**config.mk**
```make
export PLATFORM = sky130hd
export DESIGN_NAME = song_sequencer_flat
export DESIGN_NICKNAME = d
export VERILOG_FILES = /design/src/rtl/song_sequencer_pkg.sv /design/src/rtl/song_sequencer_if.sv /design/src/rtl/song_sequencer_lfsr16.sv /design/src/rtl/song_sequencer.sv /design/src/flat_wrapper.sv
export SDC_FILE = /design/constraint.sdc
export NUM_CORES = 1
export LEC_CHECK = 0
export BUFFER_PORTS_ARGS = -buffer_cell sky130_fd_sc_hd__buf_2
export CAP_MARGIN = 20
export CORE_MARGIN = 2
export CORE_UTILIZATION = 25
export DETAILED_ROUTE_END_ITERATION = 10
export GPL_TIMING_DRIVEN = 0
export PLACE_DENSITY_LB_ADDON = 0.3
export SKIP_LAST_GASP = 1
export SLEW_MARGIN = 0
export SYNTH_ARGS = -nofsm -noshare
export SYNTH_HDL_FRONTEND = slang
export SYNTH_SLANG_ARGS = --single-unit
```
**constraint.sdc**
```tcl
create_clock -name clk -period 4 [get_ports clk]
set_clock_uncertainty 0.15 [all_clocks]
set_input_delay 0.4 -clock clk [delete_from_list [all_inputs] [get_ports clk]]
set_output_delay 0.4 -clock clk [all_outputs]
set_load 0.01 [all_outputs]
```
**src/rtl/song_sequencer_pkg.sv**
```systemverilog
// ============================================================================
// song_sequencer_pkg : shared state and end-of-song mode encodings
// Rev 1.0
// ============================================================================
`default_nettype none

package song_sequencer_pkg;

    typedef enum logic [1:0] {
        ST_IDLE  = 2'd0,
        ST_LOAD  = 2'd1,
        ST_PLAY  = 2'd2,
        ST_PAUSE = 2'd3
    } state_t;

    localparam logic [1:0] MODE_SINGLE  = 2'd0;
    localparam logic [1:0] MODE_REPEAT  = 2'd1;
    localparam logic [1:0] MODE_ALL     = 2'd2;
    localparam logic [1:0] MODE_SHUFFLE = 2'd3;

endpackage

`default_nettype wire

```
**src/rtl/song_sequencer_if.sv**
```systemverilog
// ============================================================================
// song_sequencer_if : control/status bundle between keypad side and sequencer
// Rev 1.0
// ============================================================================
`default_nettype none

interface song_sequencer_if #(
    parameter int SONG_W = 4
) ();
    logic              step_en;
    logic              song_req_valid;
    logic [SONG_W-1:0] song_req;
    logic [1:0]        mode;
    logic              pause_toggle;
    logic              stop;
    logic              song_done;
    logic              play;
    logic              reset_player;
    logic [SONG_W-1:0] song;
    logic              req_err;
    logic              busy;

    modport master (
        output step_en, song_req_valid, song_req, mode, pause_toggle, stop, song_done,
        input  play, reset_player, song, req_err, busy
    );

    modport slave (
        input  step_en, song_req_valid, song_req, mode, pause_toggle, stop, song_done,
        output play, reset_player, song, req_err, busy
    );
endinterface

`default_nettype wire

```
**src/rtl/song_sequencer_lfsr16.sv**
```systemverilog
// ============================================================================
// lfsr16 : 16-bit Fibonacci LFSR, taps x^16+x^14+x^13+x^11+1
// Rev 1.0
// ============================================================================
`default_nettype none

module lfsr16 #(
    parameter logic [15:0] SEED = 16'hACE1
) (
    input  wire         clk,
    input  wire         rst_n,
    input  wire         en,
    output logic [15:0] q
);
    logic [15:0] r_q;
    logic        w_fb;

    assign w_fb = r_q[15] ^ r_q[13] ^ r_q[12] ^ r_q[10];

    always_ff @(posedge clk or negedge rst_n) begin
        if (!rst_n) begin
            r_q <= SEED;
        end else if (en) begin
            r_q <= {r_q[14:0], w_fb};
        end
    end

    assign q = r_q;
endmodule

`default_nettype wire

```
**src/rtl/song_sequencer.sv**
```systemverilog
// ============================================================================
// song_sequencer : song selection FSM with end-of-song modes, pause and stop
// Rev 1.0
// ============================================================================
`default_nettype none

module song_sequencer
    import song_sequencer_pkg::*;
#(
    parameter int          SONG_W    = 4,
    parameter int          NUM_SONGS = 16,
    parameter logic [15:0] LFSR_SEED = 16'hACE1
) (
    input  wire             clk,
    input  wire             rst_n,
    song_sequencer_if.slave bus
);
    state_t            r_state, w_state_nxt;
    logic [SONG_W-1:0] r_song, w_song_nxt;
    logic [SONG_W-1:0] r_pend_song, w_req_song, w_succ, w_cand, w_shuf;
    logic              r_pend_valid, r_req_err;
    logic              w_req_ok, w_req_any;
    logic [15:0]       w_lfsr;
    logic              w_lfsr_unused;

    // Free-running so shuffle order depends on request timing.
    lfsr16 #(.SEED(LFSR_SEED)) u_lfsr (
        .clk   (clk),
        .rst_n (rst_n),
        .en    (1'b1),
        .q     (w_lfsr)
    );

    assign w_lfsr_unused = ^w_lfsr;

    assign w_req_ok   = bus.song_req_valid && (32'(bus.song_req) < NUM_SONGS);
    assign w_req_any  = w_req_ok || r_pend_valid;
    assign w_req_song = w_req_ok ? bus.song_req : r_pend_song;

    assign w_succ = (32'(r_song) == NUM_SONGS - 1) ? '0 : r_song + SONG_W'(1);
    assign w_cand = w_lfsr[SONG_W-1:0];
    assign w_shuf = ((32'(w_cand) >= NUM_SONGS) || (w_cand == r_song)) ? w_succ : w_cand;

    always_ff @(posedge clk or negedge rst_n) begin
        if (!rst_n) begin
            r_state <= ST_IDLE;
            r_song  <= '0;
        end else begin
            r_state <= w_state_nxt;
            r_song  <= w_song_nxt;
        end
    end

    always_comb begin
        w_state_nxt = r_state;
        w_song_nxt  = r_song;
        if (bus.step_en) begin
            if (bus.stop) begin
                w_state_nxt = ST_IDLE;
            end else if (w_req_any) begin
                w_state_nxt = ST_LOAD;
                w_song_nxt  = w_req_song;
            end else begin
                case (r_state)
                    ST_IDLE:  w_state_nxt = ST_IDLE;
                    ST_LOAD:  w_state_nxt = ST_PLAY;
                    ST_PLAY: begin
                        if (bus.song_done) begin
                            case (bus.mode)
                                MODE_SINGLE:  w_state_nxt = ST_IDLE;
                                MODE_REPEAT:  w_state_nxt = ST_LOAD;
                                MODE_ALL: begin
                                    w_state_nxt = ST_LOAD;
                                    w_song_nxt  = w_succ;
                                end
                                MODE_SHUFFLE: begin
                                    w_state_nxt = ST_LOAD;
                                    w_song_nxt  = w_shuf;
                                end
                                default:      w_state_nxt = ST_IDLE;
                            endcase
                        end else if (bus.pause_toggle) begin
                            w_state_nxt = ST_PAUSE;
                        end
                    end
                    ST_PAUSE: begin
                        if (bus.pause_toggle) begin
                            w_state_nxt = ST_PLAY;
                        end
                    end
                    default:  w_state_nxt = ST_IDLE;
                endcase
            end
        end
    end

    // Every step_en cycle consumes (or, under stop, discards) the pending request.
    always_ff @(posedge clk or negedge rst_n) begin
        if (!rst_n) begin
            r_pend_valid <= 1'b0;
            r_pend_song  <= '0;
            r_req_err    <= 1'b0;
        end else begin
            r_req_err <= bus.song_req_valid && !w_req_ok;
            if (bus.step_en) begin
                r_pend_valid <= 1'b0;
            end else if (w_req_ok) begin
                r_pend_valid <= 1'b1;
                r_pend_song  <= bus.song_req;
            end
        end
    end

    assign bus.play         = (r_state == ST_PLAY);
    assign bus.reset_player = (r_state == ST_LOAD);
    assign bus.busy         = (r_state != ST_IDLE);
    assign bus.song         = r_song;
    assign bus.req_err      = r_req_err;
endmodule

`default_nettype wire

```
**src/flat_wrapper.sv**
```systemverilog
// flat-port wrapper written by rule: the top's interface ports become plain ports
module song_sequencer_flat import song_sequencer_pkg::*;
#(
    parameter int          SONG_W    = 4,
    parameter int          NUM_SONGS = 16,
    parameter logic [15:0] LFSR_SEED = 16'hACE1
)
  (clk, rst_n, bus_step_en, bus_song_req_valid, bus_song_req, bus_mode, bus_pause_toggle, bus_stop, bus_song_done, bus_play, bus_reset_player, bus_song, bus_req_err, bus_busy);
  song_sequencer_if #(.SONG_W(SONG_W)) bus_i ();
  input  wire clk;
  input  wire rst_n;
  input wire logic [$bits(bus_i.step_en)-1:0] bus_step_en;
  input wire logic [$bits(bus_i.song_req_valid)-1:0] bus_song_req_valid;
  input wire logic [$bits(bus_i.song_req)-1:0] bus_song_req;
  input wire logic [$bits(bus_i.mode)-1:0] bus_mode;
  input wire logic [$bits(bus_i.pause_toggle)-1:0] bus_pause_toggle;
  input wire logic [$bits(bus_i.stop)-1:0] bus_stop;
  input wire logic [$bits(bus_i.song_done)-1:0] bus_song_done;
  output wire logic [$bits(bus_i.play)-1:0] bus_play;
  output wire logic [$bits(bus_i.reset_player)-1:0] bus_reset_player;
  output wire logic [$bits(bus_i.song)-1:0] bus_song;
  output wire logic [$bits(bus_i.req_err)-1:0] bus_req_err;
  output wire logic [$bits(bus_i.busy)-1:0] bus_busy;
  assign bus_i.step_en = bus_step_en;
  assign bus_i.song_req_valid = bus_song_req_valid;
  assign bus_i.song_req = bus_song_req;
  assign bus_i.mode = bus_mode;
  assign bus_i.pause_toggle = bus_pause_toggle;
  assign bus_i.stop = bus_stop;
  assign bus_i.song_done = bus_song_done;
  assign bus_play = bus_i.play;
  assign bus_reset_player = bus_i.reset_player;
  assign bus_song = bus_i.song;
  assign bus_req_err = bus_i.req_err;
  assign bus_busy = bus_i.busy;
  song_sequencer #(.SONG_W(SONG_W), .NUM_SONGS(NUM_SONGS), .LFSR_SEED(LFSR_SEED)) u_core (.clk(clk), .rst_n(rst_n), .bus(bus_i));
endmodule
```
### Word level (Yosys, flattened, before mapping)

Cells that the tools add are included.

| storage, ports and cells | value |
|---|---|
| bits in registers | 27 |
| input port bits | 13 |
| output and inout bits | 8 |
| word-level logic and storage cells | 47 |

| operators by class | value |
|---|---|
| add/sub/neg operators | 1 |
| equality and inequality tests | 10 |
| mux-type cells | 16 |
| bitwise logic cells | 4 |
| reductions and logical operators | 11 |

Operators by type and width:

| cell | number |
|---|---|
| $mux 4 | 6 |
| $mux 2 | 5 |
| $eq 2x2->1 const B | 4 |
| $pmux 2 s4 | 1 |
| $pmux 4 s2 | 1 |
| $reduce_bool 2->1 | 4 |
| $ne 5x4->1 const B | 1 |
| $reduce_and 5->1 | 1 |
| $add 4x1->4 const B | 1 |
| $eq 2x1->1 const B | 2 |
| $eq 4x4->1 | 1 |
| $eq 4x4->1 const B | 1 |
| $logic_not 2->1 | 2 |
| $ne 4x3->1 const B | 1 |
| $pmux 2 s2 | 1 |
| $reduce_and 3->1 | 1 |
| $reduce_bool 3->1 | 1 |
| $reduce_or 3->1 | 1 |
| $xor 1x1->1 | 3 |
| $mux 1 | 2 |
| $logic_or 1x1->1 | 1 |
| $not 1->1 | 1 |

### Logic depth before layout (Yosys ltp)

Gate-level depths: netlist of run 1.

| depth | value |
|---|---|
| depth in word-level cells | 7 |
| depth in mapped cells | 5 |

### Cells and area by module

Synthesis of run 1 repeated with hierarchy kept, for this count alone.

| unflattened totals | value |
|---|---|
| cells, all modules | 117 |
| area total of the unflattened synthesis | 1,507.7 um^2 |

By module, submodules not included:

| module | times used | cells an instance | area each (um^2) |
|---|---|---|---|
| song_sequencer | 1 | 79 | 832.0 |
| lfsr16 | 1 | 38 | 675.6 |

### Least setup slack after synthesis of run 1

No wires, ideal clock.

| path | value |
|---|---|
| path type | reg-to-reg |
| start | register u_core.r_song[2], in the netlist u_core.bus.song[2] |
| end | register u_core.r_song[1], in the netlist u_core.bus.song[1] |
| data arrival time | 1,273 ps |
| path slack | 2,436 ps |
| cell stages (with the launch flop) | 6 |
| path buffers | 1 |
| cells stage by stage | dfrtp_1 > buf_4 > xnor2_2 > a41oi_4 > mux2i_1 > a31oi_1 |

| on the way | value |
|---|---|
| cells in the longest elaborated chain, start to end | 7 |
| elaborated cells between the ends (all ways) | 8 |
| those cells by class | 2 x eq/ne; 6 x mux |

RTL lines:

| what | line | RTL |
|---|---|---|
| start, declared | song_sequencer.sv:19 | `logic [SONG_W-1:0] r_song, w_song_nxt;` |
| start signal, assigned | song_sequencer.sv:50 | `r_song <= w_song_nxt;` |
| $eq 4x4->1 | song_sequencer.sv:40 | `assign w_succ = (32'(r_song) == NUM_SONGS - 1) ? '0 : r_song + SONG_W'(1);` |
| $mux 4 | song_sequencer.sv:40 |  |
| $mux 4 | song_sequencer.sv:42 | `assign w_shuf = ((32'(w_cand) >= NUM_SONGS) \|\| (w_cand == r_song)) ? w_succ : w_cand;` |
| $pmux 4 s2 * | song_sequencer.sv:69 | `case (bus.mode)` |
| $mux 4 * | song_sequencer.sv:68 | `if (bus.song_done) begin` |
| $mux 4 * | song_sequencer.sv:64 | `case (r_state)` |
| $mux 4 * | song_sequencer.sv:60 | `end else if (w_req_any) begin` |

Mark *: on every way between the ends. The rest lies on a longest branch, timed or not. The select of a mux whose other input is x is not followed.
A chain may end at the register's enable or synchronous reset.

### Worst setup path in the final report of run 1

| path | value |
|---|---|
| start | register u_core.r_state[1] |
| end | output port bus_busy |

| on the way | value |
|---|---|
| cells in the longest elaborated chain, start to end | 1 |

RTL lines:

| what | line | RTL |
|---|---|---|
| start, declared | song_sequencer.sv:18 | `state_t r_state, w_state_nxt;` |
| start signal, assigned | song_sequencer.sv:49 | `r_state <= w_state_nxt;` |
| $reduce_bool 2->1 | song_sequencer.sv:116 | `assign bus.busy = (r_state != ST_IDLE);` |
| end, declared | flat_wrapper.sv:23 | `output wire logic [$bits(bus_i.busy)-1:0] bus_busy;` |

Every way passes these cells.

==> results_dict.tcl, run 1 <==
set metrics [dict create \
    fin_nets 129 \
    maxUsedRoutingLayer "met3" \
    power.share.switching_pct 29.3 \
    worstSetupStartpointType "flip-flop" \
    rows 25 \
    cts_sinks 27 \
    hpwl_um 1610 \
    die_x_um 72.8 \
    p_sw_w 0.000176 \
    synth_cell_types 36 \
    diodes 0 \
    io_buffers 19 \
    ant_nets 0 \
    max_cap_viol_count 0 \
    r2r_setup_slack_ns 2.35 \
    ys_ff_latch 27 \
    pwr-share-comb_pct 21.5 \
    cts-htree-levels 1 \
    synth_top_cells_by_count "dfrtp_1, dfstp_2, xnor2_1" \
    seqPwrFrac_pct 52.4 \
    die_h_um 72.8 \
    die_area_mm2 0.00530 \
    crit_chain "or2_2, buf_2" \
    max_freq_ghz 0.572 \
    wl_met3_um 118 \
    yosysTopAreaCell "dfrtp_1" \
    r2r-start "u_core.bus.song[0]" \
    hp-class "in2reg" \
    fin_tns_setup_ns 0 \
    clkPwrFrac_pct 26.1 \
    ys.flop_type "dfrtp_1" \
    min_period_ns 1.75 \
    gr-total-overflow 0 \
    grt_max_degree 28 \
    outcome "finished clean" \
    clock_path_buffers 2 \
    clockRootBuffer "clkbuf_8" \
    critPathMaxStageDelay_ns 0.47 \
    synth_area_mm2 0.00118 \
    synthArstFlopShare_pct 100 \
    firstDrtPassIters 4 \
    worst_pin_slew_ns 0.607 \
    cp.required_ns 3.45 \
    critPathCapture "bus_busy" \
    grt_usage_pct 9.28 \
    numCtsBuffers 3 \
    fin_crit_sh_pct 43.7 \
    syn-mean-instance-area_um2 13.2 \
    dp.cells 163 \
    viasPerCell 4.71 \
    yosys_warnings 0 \
    post-cts-setup-buffers 0 \
    finalHoldViolations 0 \
    core_area_mm2 0.00463 \
    worst_setup_path_end_kind "primary output" \
    nFillCells 472 \
    drc 0 \
    cts_tree "built" \
    antenna_found_initial 0 \
    reg2reg_to "u_core.bus.song[0]" \
    initial_core_util_pct 25.6 \
    netlist.area_leader.share_pct 40.2 \
    dr_wl_met2_um 1050 \
    place.gp.congestion 0.744 \
    area_growth_pct 18.7 \
    rsz0062_at_grt "false" \
    critPathKind "reg2out" \
    setup_viol 0 \
    fin_hold_ws_ns 0.178 \
    crit_arrival_ns 1.20 \
    insertion_delay_ns 0.27 \
    drive_gt1_share_pct 37.7 \
    maxSlewViolCount 0 \
    ir_drop_v 0.000203 \
    grt_pass1_vias 773 \
    first_iter_violations 29 \
    crit_fanout 8 \
    cp-startpoint "u_core.r_state[1]" \
    reg2regPathDepth 4 \
    wl_met1_um 1060 \
    syn_nets 104 \
    cp_slowest_cell "dfrtp_1" \
    synth_edf_count 0 \
    relSlewSlack_pct 59.6 \
    routed_wirelength_um 2230 \
    path_clk_slew_ns 0.10 \
    boundaryPins 21 \
    p_per_area_mw_per_mm2 428 \
    vias 791 \
    grt_pass1_wl_um 3800 \
    wl_per_cell_um 13.3 \
    p_int_w 0.000425 \
    syn_inst 90 \
    leakage_nw 0.595 \
    synthTopCellsByArea "dfrtp_1, dfstp_2, mux2_2" \
    ys_seq_area_share_pct 57.9 \
    final_cells 168 \
    post-synth-top-count-cell "dfrtp_1" \
]
-- metal layers --
metal  vias to the layer above  GRT usage [%]
met5                         -              0
met4                         0          0.617
met3                         0           3.73
met2                        20           14.5
met1                       392           12.7
li1                        379              -
-- placed cells by master, fill, tap and decap left out, drive strengths merged, types with 4 or more instances in the layout --
cell,n
dfstp,8
mux2,4
a31oi,4
mux2i,4
buf,21
nor2,4
dfrtp,19
xnor2,6
-- worst min path at each step --
stage | cells past startpoint | from | slack [ns] | end
2_1_floorplan | 0 | rst_n | -0.05 | u_core.bus.song[0]
3_3_place_gp | 0 | u_core.u_lfsr.q[4] | 0.19 | u_core.u_lfsr.q[5]
3_5_place_dp | 0 | u_core.u_lfsr.q[8] | 0.19 | u_core.u_lfsr.q[9]
4_1_cts | 2 | bus_stop | 0.17 | u_core.r_state[1]
5_1_grt | 2 | bus_stop | 0.17 | u_core.r_state[1]
6_report | 2 | bus_stop | 0.18 | u_core.r_state[1]
-- power by group through the flow --
stage	clock network [W]	registers, W	logic [W]
2_1_floorplan	0	0.000319	0.0000843
3_3_place_gp	0	0.000319	0.000127
3_5_place_dp	0	0.000320	0.000130
4_1_cts	0.000164	0.000315	0.000131
5_1_grt	0.000177	0.000318	0.000144
6_report	0.000157	0.000315	0.000129
-- cells by family (layout without fill, tap and decap cells) --
logic type | count (synthesis) | in the layout | share of synthesized area, %
simple gates | 20 | 20 | 10.4
other cells | 1 | 1 | 0.317
fa+ha+maj | 1 | 1 | 1.06
xor+xnor | 8 | 8 | 6.55
compound gates | 21 | 21 | 14.7
buf+inv | 4 | 28 | 1.90
flops | 27 | 27 | 57.9
mux | 8 | 8 | 7.19
-- layout make-up --
cell class / count / area [µm²] / area share, %
well taps: 54 / 67.6 / 4.81
repair buffers: 20 / 105 / 7.48
clock inverters: 1 / 7.51 / 0.534
clock buffers: 3 / 41.3 / 2.94
multi-input cells: 59 / 475 / 33.8
plain buffers: 2 / 15.0 / 1.07
inverters: 2 / 7.51 / 0.534
flip-flops and latches: 27 / 686 / 48.8
-- critical path, delay by kind of cell (launching register included) --
family,cells,cell delay (ns)
AND/OR/NAND/NOR,1,0.32
buffers and inverters,1,0.14
flip-flops,1,0.47
-- per-stage QoR --
step                      setup slack (ns)  total power, W  cell area, µm²  utilization, %
after floorplan                       2.44        0.000403            1180               -
after global placement                2.35        0.000446            1350            29.1
after detailed placement              2.36        0.000450            1350            29.1
after CTS                             2.24        0.000610            1410            30.4
after global routing                  2.18        0.000638            1410            30.4
final                                 2.25        0.000601            1410            30.4
-- sequential cells by signal, summed over array words and instances, names as in the netlist --
| register | count |
|---|---|
| u_core.bus.song | 4 |
| u_core.r_pend_song | 4 |
| u_core.r_pend_valid | 1 |
| u_core.r_state | 2 |
| u_core.u_lfsr.q | 16 |
-- what timing repair did --
action | 4_1_cts | 5_1_grt
gates resized for setup | 0 | 0
hold endpoints to repair | 19 | 0
hold buffers | 1 | 0
No activity file was read; power rests on OpenSTA's default activity.
==> run 2: changes to the inputs <==
==> constraint.sdc (replaced) <==
create_clock -name clk -period 1.8 [get_ports clk]
set_clock_uncertainty 0.15 [all_clocks]
set_input_delay 0.18 -clock clk [delete_from_list [all_inputs] [get_ports clk]]
set_output_delay 0.18 -clock clk [all_outputs]
set_load 0.01 [all_outputs]
==> run 2 against run 1 <==
  * First-iteration DRC count up 6.9%
  * Critical path depth up 2
  * Final cell count up 2.4%
  * Die area unchanged
  * Sequential power up 120%
  * Sequential share of layout area down 1.6 points
==> results_dict.tcl, run 2 (synthesis gave the netlist of run 1 again) <==
set metrics [dict create \
    cts_sinks 27 \
    post-cts-setup-buffers 0 \
    rsz0062_at_grt "false" \
    leakage_nw 0.614 \
    crit_fanout 7 \
    worst_setup_path_end_kind "flip-flop" \
    cts_tree "built" \
    worst_pin_slew_ns 0.591 \
    ir_drop_v 0.000450 \
    maxSlewViolCount 0 \
    critPathCapture "u_core.bus.song[0]" \
    rows 25 \
    die_h_um 72.8 \
    drc 0 \
    relSlewSlack_pct 60.6 \
    worstSetupStartpointType "flip-flop" \
    numCtsBuffers 3 \
    viasPerCell 4.75 \
    clockRootBuffer "clkbuf_8" \
    reg2reg_to "u_core.bus.song[0]" \
    max_freq_ghz 0.605 \
    critPathKind "reg2reg" \
    initial_core_util_pct 25.6 \
    grt_max_degree 28 \
    die_area_mm2 0.00530 \
    ant_nets 0 \
    hpwl_um 1610 \
    clock_path_buffers 2 \
    r2r-start "u_core.bus.song[0]" \
    fin_tns_setup_ns 0 \
    multi_input_area_um2 483 \
    min_period_ns 1.65 \
    outcome "finished clean" \
    antenna_found_initial 0 \
    cp-startpoint "u_core.bus.song[0]" \
    drive_gt1_share_pct 36.4 \
    die_x_um 72.8 \
    fin_crit_sh_pct 91.8 \
    vias 817 \
    grt_usage_pct 9.43 \
    fin_util_pct 31.4 \
    fin_ws_ns 0.148 \
    insertion_delay_ns 0.27 \
    finalHoldViolations 0 \
    fin_nets 133 \
    mostFrequentLayoutCells "buf_2, dfrtp_1, dfstp_2" \
    r2r_setup_slack_ns 0.15 \
    firstDrtPassIters 4 \
    cp.required_ns 1.84 \
    finalPower_w 0.00134 \
    grt_pass1_wl_um 3860 \
    reg2regPathDepth 4 \
    first_iter_violations 31 \
    preCtsSetupSlack_ns 0.157 \
    nFillCells 469 \
    gr-total-overflow 0 \
    core_area_mm2 0.00463 \
    largest_reg_flops 16 \
    grt_pass1_vias 813 \
    path_clk_slew_ns 0.10 \
    boundaryPins 21 \
    diodes 0 \
    setup_viol 0 \
    max_cap_viol_count 0 \
    area_growth_pct 22.7 \
    crit_arrival_ns 1.69 \
    wl_per_cell_um 13.0 \
    seq_area_um2 686 \
    cts-htree-levels 1 \
    hp-class "in2reg" \
    routed_wirelength_um 2240 \
    p_per_area_mw_per_mm2 924 \
    io_buffers 19 \
    place.gp.congestion 0.744 \
]
## run 2: changes by cell type in the layout (fill, tap and decap cells not counted), sizes merged
| cell | change |
|---|---|
| dlygate4sd3 | +4 |
## run 2: layer usage
layer  vias to the layer above  part of all wire [%]  track usage (%)
met5                         -                     0                0
met4                         0                     0            0.617
met3                         0                   5.3             3.73
met2                        22                    49             15.5
met1                       408                    45             12.4
li1                        387                     -                -
## run 2: per-stage QoR
step / instance area (µm²) / std cells / hold slack, ns
6_report: 1450 / 172 / 0.00890
3_3_place_gp: 1350 / 163 / 0.0567
5_1_grt: 1450 / 172 / 0.00266
2_1_floorplan: 1180 / 90 / -0.266
3_5_place_dp: 1350 / 163 / 0.0704
4_1_cts: 1450 / 172 / 0.00503
## run 2: power by group
| part | switching, W | leakage (nW) | total, W | internal, W |
|---|---|---|---|---|
| clock network | 0.000191 | 0.0217 | 0.000348 | 0.000157 |
| logic | 0.000148 | 0.267 | 0.000295 | 0.000146 |
| registers | 0.0000520 | 0.325 | 0.000700 | 0.000648 |
| total | 0.000392 | 0.614 | 0.00134 | 0.000951 |
## run 2: worst max-delay path, cell delays in order, from the launching register on
cell       delay (ns)
dfrtp_1          0.49
xnor2_1          0.29
a41oi_4          0.20
nand4bb_1        0.23
a41oi_1          0.21
## run 2: timing repair
item                                    in CTS  in global routing
hold buffers                                 5                  0
hold endpoints to repair                    23                  0
endpoints found under the setup margin       0                  1
gates resized for setup                      0                  1
## run 2: final cells by class
class / instances / share of cell area [%]
buffer: 2 / 1.03
clock inverter: 1 / 0.517
inverter: 2 / 0.517
clock buffer: 3 / 2.84
sequential: 27 / 47.2
multi-input combinational: 59 / 33.2
timing repair buffer: 24 / 9.99
tap: 54 / 4.65
## run 2: how the worst min path moves through the flow
| stage | from | end | slack (ns) | depth (start not counted) |
|---|---|---|---|---|
| global route | bus_song_req[0] | u_core.r_pend_song[0] | 0.003 | 2 |
| floorplan | rst_n | u_core.bus.song[0] | -0.27 | 0 |
| finish | bus_song_req[0] | u_core.r_pend_song[0] | 0.009 | 2 |
| global placement | rst_n | u_core.u_lfsr.q[14] | 0.06 | 1 |
| CTS | bus_song_req[0] | u_core.r_pend_song[0] | 0.005 | 2 |
| detailed placement | rst_n | u_core.u_lfsr.q[14] | 0.07 | 1 |
==> run 3: changes to the inputs <==
--- a/config.mk
+++ b/config.mk
@@ -8,7 +8,7 @@
 export BUFFER_PORTS_ARGS = -buffer_cell sky130_fd_sc_hd__buf_2
 export CAP_MARGIN = 20
 export CORE_MARGIN = 2
-export CORE_UTILIZATION = 25
+export CORE_UTILIZATION = 53
 export DETAILED_ROUTE_END_ITERATION = 10
 export GPL_TIMING_DRIVEN = 0
 export PLACE_DENSITY_LB_ADDON = 0.3
==> run 3 against run 2 <==
  * Via count shrank 4.4%
  * Critical path depth grew 1
  * Total power shrank 7.7%
  * Sequential power is essentially flat
  * Routed wire length shrank 19%
  * Cell area shrank 2.0%
  * Die area shrank 50%
  * Non-clock buffer count grew 3
  * Utilization grew 34 points
  * Flip-flop and latch count is the same
  * Largest power group unchanged
  * Highest routed layer is now met4
==> results_dict.tcl, run 3 (synthesis gave the netlist of run 1 again) <==
set metrics [dict create \
    outcome "finished clean" \
    drive_gt1_share_pct 35.5 \
    cts_tree "built" \
    ant_nets 0 \
    maxSlewViolCount 0 \
    die_area_mm2 0.00263 \
    leakage_nw 0.619 \
    crit_chain "dlygate4sd3_1, buf_2, a22oi_1, o41ai_1, dlygate4sd3_1" \
    cts_sinks 27 \
    largest_reg_flops 16 \
    antenna_found_initial 0 \
    max_freq_ghz 0.609 \
    viasPerCell 5.24 \
    grt_pass1_vias 691 \
    boundaryPins 21 \
    routed_wirelength_um 1820 \
    fin_crit_sh_pct 91.3 \
    finalHoldViolations 0 \
    die_x_um 51.3 \
    cp_slowest_cell "dlygate4sd3_1" \
    postCtsResizedCells 0 \
    crit_arrival_ns 1.75 \
    rows 17 \
    firstDrtPassIters 4 \
    min-delay-start "bus_song_req_valid" \
    rsz0062_at_grt "false" \
    first_iter_violations 14 \
    insertion_delay_ns 0.31 \
    grt_max_degree 28 \
    hpwl_um 1310 \
    drc 0 \
    cp.required_ns 1.91 \
    clkPwrFrac_pct 20.2 \
    crit_fanout 7 \
    place.gp.congestion 0.822 \
    wl_met3_um 40 \
    p_sw_w 0.000357 \
    wl_per_cell_um 12.2 \
    maxUsedRoutingLayer "met4" \
    setup_viol 0 \
    mostFrequentLayoutCells "buf_2, dfrtp_1, dlygate4sd3_1, dfstp_2, xnor2_1" \
    r2r-start "u_core.bus.song[0]" \
    max_cap_viol_count 0 \
    worstSetupStartpointType "input port" \
    clockRootBuffer "clkbuf_4" \
    post-cts-setup-buffers 0 \
    power.share.switching_pct 28.8 \
    critPathKind "in2reg" \
    die_h_um 51.3 \
    p_per_area_mw_per_mm2 871 \
    gr-total-overflow 0 \
    finalPower_w 0.00124 \
    ir_drop_v 0.000552 \
    wl_met1_um 904 \
    cts_hold_buf 8 \
    grt_pass1_wl_um 3080 \
    numCtsBuffers 3 \
    worst_setup_path_end_kind "flip-flop" \
    relSlewSlack_pct 63.1 \
    cp_common_cell "dlygate4sd3_1" \
    dr_wl_met2_um 859 \
    core_area_mm2 0.00217 \
    area_growth_pct 20.3 \
    path_clk_slew_ns 0.13 \
    grt_usage_pct 16.4 \
    placed_area_mm2 0.00131 \
    cts-htree-levels 1 \
    clock_path_buffers 2 \
    p_int_w 0.000883 \
    critPathBufInv 3 \
    pwr-share-comb_pct 23.5 \
    critPathTopFamily "buffers and inverters" \
    hp-class "in2reg" \
    critPathMaxStageDelay_ns 0.59 \
    cp-startpoint "bus_step_en" \
    vias 781 \
    stdcell_area_mm2 0.00142 \
    min_period_ns 1.64 \
    worst_pin_slew_ns 0.554 \
    diodes 0 \
    io_buffers 19 \
    seqPwrFrac_pct 56.3 \
    initial_core_util_pct 54.6 \
    fin_tns_setup_ns 0 \
    fin_nets 136 \
]
==> run 3: power groups by stage <==
| stage | sequential [W] | clock (W) | combinational [W] |
|---|---|---|---|
| after floorplan | 0.000709 | 0 | 0.000187 |
| after global placement | 0.000704 | 0 | 0.000275 |
| after detailed placement | 0.000708 | 0 | 0.000278 |
| after CTS | 0.000697 | 0.000266 | 0.000294 |
| after global routing | 0.000704 | 0.000281 | 0.000325 |
| final | 0.000698 | 0.000251 | 0.000291 |
==> run 3: worst reg2reg max path: stages, from the launching register on <==
cell	delay (ns)
dfrtp_1	0.48
xnor2_1	0.28
a41oi_4	0.21
nand4bb_1	0.23
a41oi_1	0.21
==> run 3: per-layer routing <==
metal	up-vias	GRT usage, %
met1	383	24.2
li1	388	-
met3	2	3.51
met5	-	0
met2	8	22.9
met4	0	7.89
==> run 3: per-stage QoR <==
stage	instances	setup WS, ns	util, %	hold WS, ns
global route	149	0.0382	65.6	0.132
detailed placement	137	0.187	60.6	0.0497
CTS	149	0.160	65.6	0.0778
floorplan	90	0.236	-	-0.266
global placement	137	0.217	60.6	0.0455
finish	149	0.157	65.6	0.0927
==> run 3: worst paths after layout <==
path,cells past startpoint,slack (ns),to
setup / recovery,5,0.16,u_core.r_state[1]
hold / removal,3,0.09,u_core.r_pend_valid
setup reg to reg,4,0.17,u_core.bus.song[0]
hold reg to reg,0,0.22,u_core.u_lfsr.q[6]
max in group asynchronous,2,0.91,u_core.u_lfsr.q[5]
min in group asynchronous,2,0.22,u_core.u_lfsr.q[14]
==> run 3: area by class of cell <==
type / count / area (µm²)
Multi-Input combinational cell: 59 / 475
Clock buffer: 3 / 22.5
Buffer: 2 / 15.0
Clock inverter: 1 / 7.51
Inverter: 2 / 7.51
Sequential cell: 27 / 686
Tap cell: 28 / 35.0
Timing Repair Buffer: 27 / 175
Fill cell: 175 / 746
